File: src/rtl/bin_window_buffer_b5.sv
// Binary sliding-window buffer: burst FIFO feeding a KSIZE-deep shift window with
// stride and frame-boundary handling, handed off to the XNOR-popcount conv over valid/ready.
module bin_window_buffer_b5 #(
  parameter int CH     = 32,
  parameter int KSIZE  = 7,
  parameter int STRIDE = 1,
  parameter int DEPTH  = 16
) (
  input  logic                       clk,
  input  logic                       rst,
  input  logic                       in_valid,
  input  logic [CH-1:0]              in_data,
  input  logic                       in_last,
  output logic                       win_valid,
  input  logic                       win_ready,
  output logic [KSIZE*CH-1:0]        win_data,
  output logic                       win_last,
  output logic [$clog2(DEPTH):0]     fifo_count,
  output logic                       overflow
);
  localparam int AW = $clog2(DEPTH);
  localparam int KW = KSIZE * CH;
  localparam int FW = $clog2(KSIZE + 1);
  localparam int PW = (STRIDE > 1) ? $clog2(STRIDE) : 1;

  typedef struct packed {
    logic          last;
    logic [CH-1:0] data;
  } ent_t;

  ent_t          mem [DEPTH];
  logic [AW-1:0] wr_ptr, rd_ptr;
  ent_t          head;
  logic          pop, push, full;

  logic [KW-1:0] win_sr, shifted;
  logic [FW-1:0] fill, fill_nxt;
  logic [PW-1:0] phase, phase_nxt;
  logic          fill_full, emit;

  assign head = mem[rd_ptr];
  assign full = fifo_count == (AW+1)'(DEPTH);
  assign pop  = (fifo_count != '0) && (!win_valid || win_ready);
  // a pop frees a slot this same cycle, so a full FIFO can still take a beat
  assign push = in_valid && (!full || pop);

  always_ff @(posedge clk) begin
    if (push) mem[wr_ptr] <= {in_last, in_data};
  end

  always_ff @(posedge clk) begin
    if (rst) begin
      wr_ptr     <= '0;
      rd_ptr     <= '0;
      fifo_count <= '0;
      overflow   <= 1'b0;
    end else begin
      if (push) wr_ptr <= wr_ptr + 1'b1;
      if (pop)  rd_ptr <= rd_ptr + 1'b1;
      if (push && !pop)      fifo_count <= fifo_count + 1'b1;
      else if (!push && pop) fifo_count <= fifo_count - 1'b1;
      if (in_valid && !push) overflow <= 1'b1;
    end
  end

  assign shifted   = {win_sr[KW-CH-1:0], head.data};
  assign fill_nxt  = (fill == FW'(KSIZE)) ? fill : fill + 1'b1;
  assign fill_full = fill_nxt == FW'(KSIZE);
  assign phase_nxt = (phase == PW'(STRIDE - 1)) ? '0 : phase + 1'b1;
  assign emit      = pop && fill_full && (phase == '0);

  always_ff @(posedge clk) begin
    if (rst) begin
      win_sr    <= '0;
      fill      <= '0;
      phase     <= '0;
      win_valid <= 1'b0;
      win_data  <= '0;
      win_last  <= 1'b0;
    end else begin
      if (pop) begin
        // frame end: next frame's windows must never see this frame's vectors
        if (head.last) begin
          win_sr <= '0;
          fill   <= '0;
          phase  <= '0;
        end else begin
          win_sr <= shifted;
          fill   <= fill_nxt;
          if (fill_full) phase <= phase_nxt;
        end
      end
      if (emit) begin
        win_valid <= 1'b1;
        win_data  <= shifted;
        win_last  <= head.last;
      end else if (win_valid && win_ready) begin
        win_valid <= 1'b0;
      end
    end
  end
endmodule

File: config.mk
export PLATFORM = sky130hd
export DESIGN_NAME = bin_window_buffer_b5
export DESIGN_NICKNAME = d
export VERILOG_FILES = /design/src/rtl/bin_window_buffer_b5.sv
export SDC_FILE = /design/constraint.sdc
export NUM_CORES = 1
export LEC_CHECK = 0
export CORE_MARGIN = 2
export CORE_UTILIZATION = 30
export CTS_BUF_LIST = sky130_fd_sc_hd__clkbuf_16
export DETAILED_ROUTE_END_ITERATION = 7
export PLACE_DENSITY = 0.52
export REMOVE_ABC_BUFFERS = 1
export SLEW_MARGIN = 0
export SYNTH_ARGS = -nofsm -noshare
export SYNTH_HDL_FRONTEND = slang
export SYNTH_SLANG_ARGS = --single-unit
File: constraint.sdc
create_clock -name clk -period 6.3 [get_ports clk]
set_clock_uncertainty 0.05 [all_clocks]
set_input_delay 1.26 -clock clk [delete_from_list [all_inputs] [get_ports clk]]
set_output_delay 1.26 -clock clk [all_outputs]
set_load 0.02 [all_outputs]
==> results.cfg, run 1 <==
[cts]
ctsResizeCount = 0
path_clk_slew_ns = 0.06
cts_sinks = 967
clk_path_buf_depth = 3
holdBufCountCts = 0
cts_buffers = 103
cts.root.buffer_cell = clkbuf_16
post_cts_buffers = 0
htree_levels = 3
worstSkewPairLatency_ns = 0.67
cts_tree = built

[routing]
vias = 20900
via_per_inst = 4.77
initialDrtViolationCount = 1413
post-route-drc-count = 0
drt-total-wl_um = 87600
routedWlPerCell_um = 20.0
first_pass_iters = 6
drt.antenna.violating_nets = 0

[cells_and_area]
final_common_cell = edfxtp_1
regArea_mm2 = 0.0247
synthToLayoutAreaGrowth_pct = 21.6
nNetsFinal = 2819
fill_cells = 11100
drive_above_1_share_pct = 12.5
layout_common_cells = edfxtp_1, dfxtp_1, nand2_1, clkdlybuf4s50_1, nor2_1
design_area_mm2 = 0.0424
multi_input_area_mm2 = 0.00932
final_cells = 4385

[floorplanning]
die_w_um = 345
ios = 269
die_h_um = 345
die-area_mm2 = 0.119
initial_core_util_pct = 30.2
rows = 125
core_mm2 = 0.116

[yosys]
netlist.area_leader.share_pct = 45.4
synth_cell_types = 42
ys_seq_area_share_pct = 70.6
yosysWarningCount = 0
avgSynthCellArea_um2 = 13.7
synthesis.area_mm2 = 0.0349
ys_ff_latch = 967
netlist.top_cell.by_area = edfxtp_1
synthTopCellsByArea = edfxtp_1, dfxtp_1, mux4_2
syn_inst = 2540

[min_path]
hp-class = reg2reg
hold_path_depth = 2

[place]
hpwl_um = 51300
gp_congestion = 0.710
placedCellCount = 4189
port_buffers = 268
dpl_cell_area_mm2 = 0.0391

[power_and_ir_drop]
p_leak_nw = 13.5
power_density_mw_per_mm2 = 375
ir_drop_mv = 0.233

[critical_path]
critPathMaxFanout = 18
cp.arrival_ns = 4.14
critPathRequiredTime_ns = 6.56
rr_worst_depth = 7
end_kind = register
path_cells = clkdlybuf4s50_1, nand2b_1, nor3_1, nor2b_1, nand2_1, nor2_4, buf_4
cp_slowest_cell = nor2_4
rrSetupSlack_ns = 2.61
crit_type = in2reg
cp_slowest_stage_delay_ns = 0.65
start_kind = primary input

[job]
drv_cap = 0

[global_routing]
globalRouteOverflowTotal = 0
grt_start_max_net_pins = 147
grt_pass1_wl_um = 132000
track_usage_pct = 14.3
grt_pass1_vias = 20500
antenna_found_initial = 6

[timing]
fin_crit_ns = 3.88
timing.final.crit_share_pct = 61.5
worst_slew_pin_slew_ns = 1.25
relSlewSlack_pct = 16.9
finalHoldViolations = 0
tns_ns = 0
max_freq_ghz = 0.258
finalMaxSlewViolations = 0
setup_viol = 0
rsz0062_at_grt = no

[run_status]
outcome = completed
-- cell type report --
class	instances	area share, %
repair buffers	313	7.43
well taps	1524	4.49
inverters	9	0.0914
flip-flops and latches	967	58.1
clock inverters	87	1.60
multi-input cells	1376	22.0
diodes	2	0.0118
clock buffers	107	6.31
-- final timing paths --
check,start,endpoint
setup / recovery,win_ready,mem[15][29]
hold / removal,win_data[215],win_data[215]
setup reg to reg,fifo_count[0],win_sr[68]
hold reg to reg,win_data[215],win_data[215]
-- power breakdown --
group	switching [W]	internal, W	total [W]	leakage [nW]
logic	0.00171	0.00109	0.00280	3.50
clock network	0.00251	0.00348	0.00599	1.73
registers	0.000269	0.00686	0.00713	8.31
total	0.00449	0.0114	0.0159	13.5
-- cell usage after synthesis (all sizes together) --
cell	instances
buf	106
nor3	6
nor3b	1
fa	1
inv	9
o211a	1
a21o	1
nand2	429
edfxtp	528
a22o	32
nand3b	2
nand3	3
a31o	2
nor2	259
clkbuf	82
and3b	1
mux4	130
nand2b	3
nand4	3
xnor2	4
and2	1
o21ai	36
xor2	6
dfxtp	439
a221oi	32
a21oi	235
mux2i	5
o21a	2
a211oi	1
or4	1
or3	1
nor2b	4
a22oi	160
ha	11
and3	2
mux2	1
-- flip-flops by register name, summed over array words and instances (netlist names), named ones only --
register    cells
win_last        1
overflow        1
win_sr        192
fifo_count      5
mem           528
wr_ptr          4
win_valid       1
fill            3
rd_ptr          4
win_data      224
-- per-layer routing --
layer | global-route usage, % | share of wire [%] | vias up | routed length (um)
met4 | 4.25 | 2.1 | 8 | 1880
met2 | 23.4 | 48 | 446 | 42000
met1 | 19.4 | 45 | 10500 | 39600
met3 | 2.52 | 4.6 | 120 | 4040
li1 | - | - | 9800 | -
met5 | 0 | 0.064 | - | 56
-- worst max-delay path, delay by kind of cell --
family        cells  cell delay, ns
buf+inv           2            0.93
simple gates      5            1.90
-- kinds of logic after synthesis --
logic type / synth area share [%]
and+or+nand+nor: 7.89
AOI/OAI and AO/OA: 9.10
DFF: 70.6
muxes: 8.57
adders and majority gates: 0.452
buffers and inverters: 3.12
xor gates and xnor gates: 0.251
-- stage by stage --
stage / power [W] / util, % / hold slack (ns) / worst slack (ns)
final: 0.0159 / 36.7 / 0.403 / 2.42
after CTS: 0.0161 / 36.7 / 0.404 / 2.45
after global placement: 0.0101 / 33.8 / 0.393 / 1.79
after detailed placement: 0.0101 / 33.8 / 0.396 / 1.76
after floorplan: 0.00926 / - / 0.376 / -3.58
after global routing: 0.0166 / 36.7 / 0.420 / 2.24
Power figures use the tool's default switching activity.
==> run 2, diff against run 1 <==
- clock period: 6.3 -> 3.9 ns (I/O delays scaled with it)
==> run 2 against run 1 <==
Compared with the run above: critical path depth grew 5; cell count grew 0.80%; clock power grew 62%; critical path type is now reg2reg; critical endpoint is now fifo_count[4]; largest power group unchanged.
==> results.cfg, run 2 (synthesis gave the netlist of run 1 again) <==
[floorplanning]
die_h_um = 345
ios = 269
core_mm2 = 0.116
initial_core_util_pct = 30.2
rows = 125
die-area_mm2 = 0.119
die_w_um = 345

[power_and_ir_drop]
power_density_mw_per_mm2 = 608
ir_drop_mv = 0.611
p_leak_nw = 13.8

[routing]
vias = 21100
post-route-drc-count = 0
routedWlPerCell_um = 20.3
initialDrtViolationCount = 1537
drt-total-wl_um = 89900
first_pass_iters = 5
via_per_inst = 4.77
drt.antenna.violating_nets = 0

[job]
drv_cap = 0

[cells_and_area]
design_area_mm2 = 0.0430
synthToLayoutAreaGrowth_pct = 23.2
largest_register_ffs = 528
regMostFlops = mem
layout_common_cells = edfxtp_1, dfxtp_1, nand2_1, clkdlybuf4s50_1, nor2_1
final_common_cell = edfxtp_1
final_cells = 4420
fill_cells = 11100
drive_above_1_share_pct = 13.4
nNetsFinal = 2857
top_regs = mem x528, win_data x224, win_sr x192

[cts]
path_clk_slew_ns = 0.06
cts_buffers = 101
cts.root.buffer_cell = clkbuf_16
post_cts_buffers = 0
htree_levels = 3
worstSkewPairLatency_ns = 0.69
cts_sinks = 967
cts_tree = built
ctsResizeCount = 0
clk_path_buf_depth = 3
holdBufCountCts = 0

[critical_path]
cp.arrival_ns = 3.54
critPathMaxFanout = 5
critPathRequiredTime_ns = 4.41
start_kind = register
path_cells = or4_1, o21a_1, inv_6, ha_1, inv_1, ha_1, nor2b_1, o21a_1, or3_1, a21oi_1, xnor2_1, nor2_1
cp_slowest_cell = or4_1
critPathBufInv = 2
crit_family = simple AND/OR/NAND/NOR gates
crit_type = reg2reg
startpoint = fifo_count[0]
regToRegStartpoint = fifo_count[0]
end_kind = register
cp_slowest_stage_delay_ns = 0.56

[timing]
finalHoldViolations = 0
setup_viol = 0
timing.final.crit_share_pct = 77.7
worst_slew_pin_slew_ns = 1.14
rsz0062_at_grt = no
max_freq_ghz = 0.330
finalMaxSlewViolations = 0
fin_crit_ns = 3.03
relSlewSlack_pct = 23.7

[min_path]
worst_hold_startpoint = win_data[176]
hp-class = reg2reg

[run_status]
outcome = completed

[place]
dpl_cell_area_mm2 = 0.0396
placedCellCount = 4229
gp_congestion = 0.706
hpwl_um = 54500
port_buffers = 268

[global_routing]
grt_pass1_wl_um = 135000
grt_start_max_net_pins = 135
grt_pass1_vias = 21000
antenna_found_initial = 8
globalRouteOverflowTotal = 0
track_usage_pct = 14.7
-- run 2: path summary, 6_finish.rpt --
path                   endpoint  cells after the start  slack [ns]
hold reg to reg   win_data[176]                      2        0.40
setup / recovery  fifo_count[4]                     12        0.87
setup reg to reg  fifo_count[4]                     12        0.87
hold / removal    win_data[176]                      2        0.40
-- run 2: per-layer routing --
layer,vias up,wire length (um),track usage (%)
li1,9855,-,-
met1,10700,40600,19.7
met2,412,43100,24.2
met3,121,4170,2.74
met4,8,1970,4.55
met5,-,48,0
-- run 2: worst register-to-register path, stage by stage, from the launching register on --
cell     delay [ns]
dfxtp_1        0.35
or4_1          0.56
o21a_1         0.25
inv_6          0.11
ha_1           0.22
inv_1          0.11
ha_1           0.29
nor2b_1        0.14
o21a_1         0.17
or3_1          0.30
a21oi_1        0.18
xnor2_1        0.13
nor2_1         0.05
-- run 2: final cells by class --
cell class	count	area (um^2)	area share [%]
diodes	1	2.50	0.00582
clock buffers	102	2550	5.94
clock inverters	88	837	1.95
inverters	9	38.8	0.0902
multi-input cells	1376	9330	21.7
flip-flops and latches	967	24700	57.3
well taps	1524	1910	4.43
repair buffers	353	3690	8.58
-- run 2: power by group --
group	internal, W	total, W	switching, W
registers	0.0111	0.0115	0.000402
logic	0.00205	0.00492	0.00288
clock network	0.00565	0.00973	0.00408
total	0.0188	0.0261	0.00736
-- run 2: stage by stage --
step | util (%) | setup WS, ns | power, W | setup TNS [ns] | hold WS, ns
final | 37.2 | 0.868 | 0.0261 | 0 | 0.402
after global routing | 37.2 | 0.652 | 0.0273 | 0 | 0.417
after CTS | 37.2 | 0.842 | 0.0265 | 0 | 0.404
after detailed placement | 34.2 | 0.447 | 0.0167 | 0 | 0.395
after global placement | 34.2 | 0.320 | 0.0167 | 0 | 0.391
after floorplan | - | -5.98 | 0.0149 | -2162.43 | 0.376
==> run 3, diff against run 2 <==
- PLACE_DENSITY: 0.52 -> 0.53
- clock period: 3.9 -> 2.55 ns (I/O delays scaled with it)
==> run 3 against run 2 <==
Compared with the run above: the run now ends with negative setup slack left; die area unchanged; final area grew 2.1%; clock power up 41%; global-route usage is 0.30 points lower; utilization rose by 0.78 points; non-clock buffer count increased by 94; critical path type unchanged; critical endpoint unchanged; highest routed layer unchanged.
==> results.cfg, run 3 (synthesis gave the netlist of run 1 again) <==
[cells_and_area]
drive_above_1_share_pct = 16.7
nNetsFinal = 2950
final_common_cell = edfxtp_1
layout_common_cells = edfxtp_1, dfxtp_1, nand2_1, clkdlybuf4s50_1, nor2_1
top_regs = mem x528, win_data x224, win_sr x192
final_cells = 4508
largest_register_ffs = 528
synthToLayoutAreaGrowth_pct = 25.8
regMostFlops = mem
post-route-util_pct = 37.9

[floorplanning]
die-area_mm2 = 0.119
rows = 125
die_h_um = 345
die_w_um = 345
ios = 269
initial_core_util_pct = 30.2
core_mm2 = 0.116

[global_routing]
antenna_found_initial = 10
grt_pass1_wl_um = 133000
track_usage_pct = 14.4
grt_pass1_vias = 21100
grt_start_max_net_pins = 170
globalRouteOverflowTotal = 0

[timing]
relSlewSlack_pct = 44.1
finalHoldViolations = 0
max_freq_ghz = 0.362
timing.final.crit_share_pct = 108
setup_viol = 1
rsz0062_at_grt = yes
worst_slew_pin_slew_ns = 0.837
setup_ws_ns = -0.214
fin_crit_ns = 2.76
finalMaxSlewViolations = 0

[routing]
routedWlPerCell_um = 19.7
post-route-drc-count = 0
vias = 21300
drt-total-wl_um = 88700
first_pass_iters = 6
via_per_inst = 4.74
initialDrtViolationCount = 1473
drt.antenna.violating_nets = 0

[cts]
cts_tree = built
cts.root.buffer_cell = clkbuf_16
clk_path_buf_depth = 3
holdBufCountCts = 0
worstSkewPairLatency_ns = 0.67
htree_levels = 3
cts_sinks = 967
path_clk_slew_ns = 0.06
cts_buffers = 99

[critical_path]
cp_slowest_cell = or4_4
cp_common_cell = ha_4
crit_type = reg2reg
path_cells = or4_4, nor3_4, nor2b_4, ha_4, inv_4, ha_4, nor2b_1, o21a_1, or3_4, a21oi_4, xnor2_1, nor2_1
critPathBufInv = 1
crit_family = simple AND/OR/NAND/NOR gates
cp.arrival_ns = 3.24
critPathRequiredTime_ns = 3.03
critPathMaxFanout = 2
start_kind = register
cp_slowest_stage_delay_ns = 0.57
end_kind = register

[place]
hpwl_um = 55700
gp_congestion = 0.743
placedCellCount = 4315
port_buffers = 268

[power_and_ir_drop]
p_leak_nw = 14.3
p_total_w = 0.0399
power_density_mw_per_mm2 = 909
ir_drop_mv = 0.664

[job]
drv_cap = 0

[run_status]
failed_checks = negative setup slack
outcome = complete, but fails checks

[min_path]
hp-class = in2reg
[run 3: cell types whose count changed in the layout (fill, tap and decap cells not counted), sizes merged]
cell / before / now
bufinv: 13 / 4
buf: 86 / 178
clkbuf: 102 / 103
clkinv: 51 / 41
inv: 28 / 41
nor2: 259 / 260
[run 3: cell type report]
cell class	instances	area [um^2]
clock inverter	82	551
antenna	1	2.50
inverter	9	41.3
clock buffer	101	2530
timing repair buffer	447	4750
sequential	967	24700
fill	10900	71800
multi-input combinational	1377	9480
tap	1524	1910
[run 3: through the flow]
step            TNS, ns  hold slack, ns  setup slack, ns  instance area, um^2
2_1_floorplan  -3082.15           0.376            -7.33                33800
3_3_place_gp     -35.19           0.393           -0.633                40500
3_5_place_dp     -44.51           0.396           -0.562                40500
4_1_cts          -0.115          0.0955           -0.115                43700
5_1_grt          -0.533           0.128           -0.330                43900
6_report         -0.214           0.146           -0.214                43900
[run 3: metal layers]
metal | routed length, um | vias to the layer above | global-route usage (%) | part of all wire, %
met4 | 1820 | 8 | 4.15 | 2.0
met3 | 3900 | 133 | 2.66 | 4.4
met1 | 39300 | 10700 | 19.1 | 44
met2 | 43700 | 398 | 24.0 | 49
met5 | 44 | - | 0 | 0.050
li1 | - | 10100 | - | -
[run 3: path summary, 6_finish.rpt]
path | from | slack (ns) | endpoint | cells after the start
worst max-delay path | fifo_count[0] | -0.21 | fifo_count[4] | 12
worst min-delay path | rst | 0.15 | win_sr[163] | 2
worst max register to register | fifo_count[0] | -0.21 | fifo_count[4] | 12
worst min register to register | win_data[187] | 0.40 | win_data[187] | 2
[run 3: report_power, final]
| group | internal [W] | leakage [nW] | total [W] | switching (W) |
|---|---|---|---|---|
| Sequential | 0.0170 | 8.31 | 0.0174 | 0.000468 |
| Combinational | 0.00406 | 4.39 | 0.00886 | 0.00480 |
| Clock | 0.00761 | 1.59 | 0.0137 | 0.00604 |
| Total | 0.0286 | 14.3 | 0.0399 | 0.0113 |
[run 3: worst register-to-register path, cell delays in order, from the launching register on]
cell,delay (ns)
dfxtp_1,0.31
or4_4,0.57
nor3_4,0.26
nor2b_4,0.07
ha_4,0.17
inv_4,0.06
ha_4,0.19
nor2b_1,0.12
o21a_1,0.17
or3_4,0.34
a21oi_4,0.16
xnor2_1,0.12
nor2_1,0.05
[run 3: timing repair]
| action | CTS | global route |
|---|---|---|
| buffers inserted | 1 | 5 |
| resized for setup | 16 | 23 |
| pin swaps | 5 | 6 |
| setup endpoints to repair | 3 | 139 |
| gates cloned | 0 | 3 |
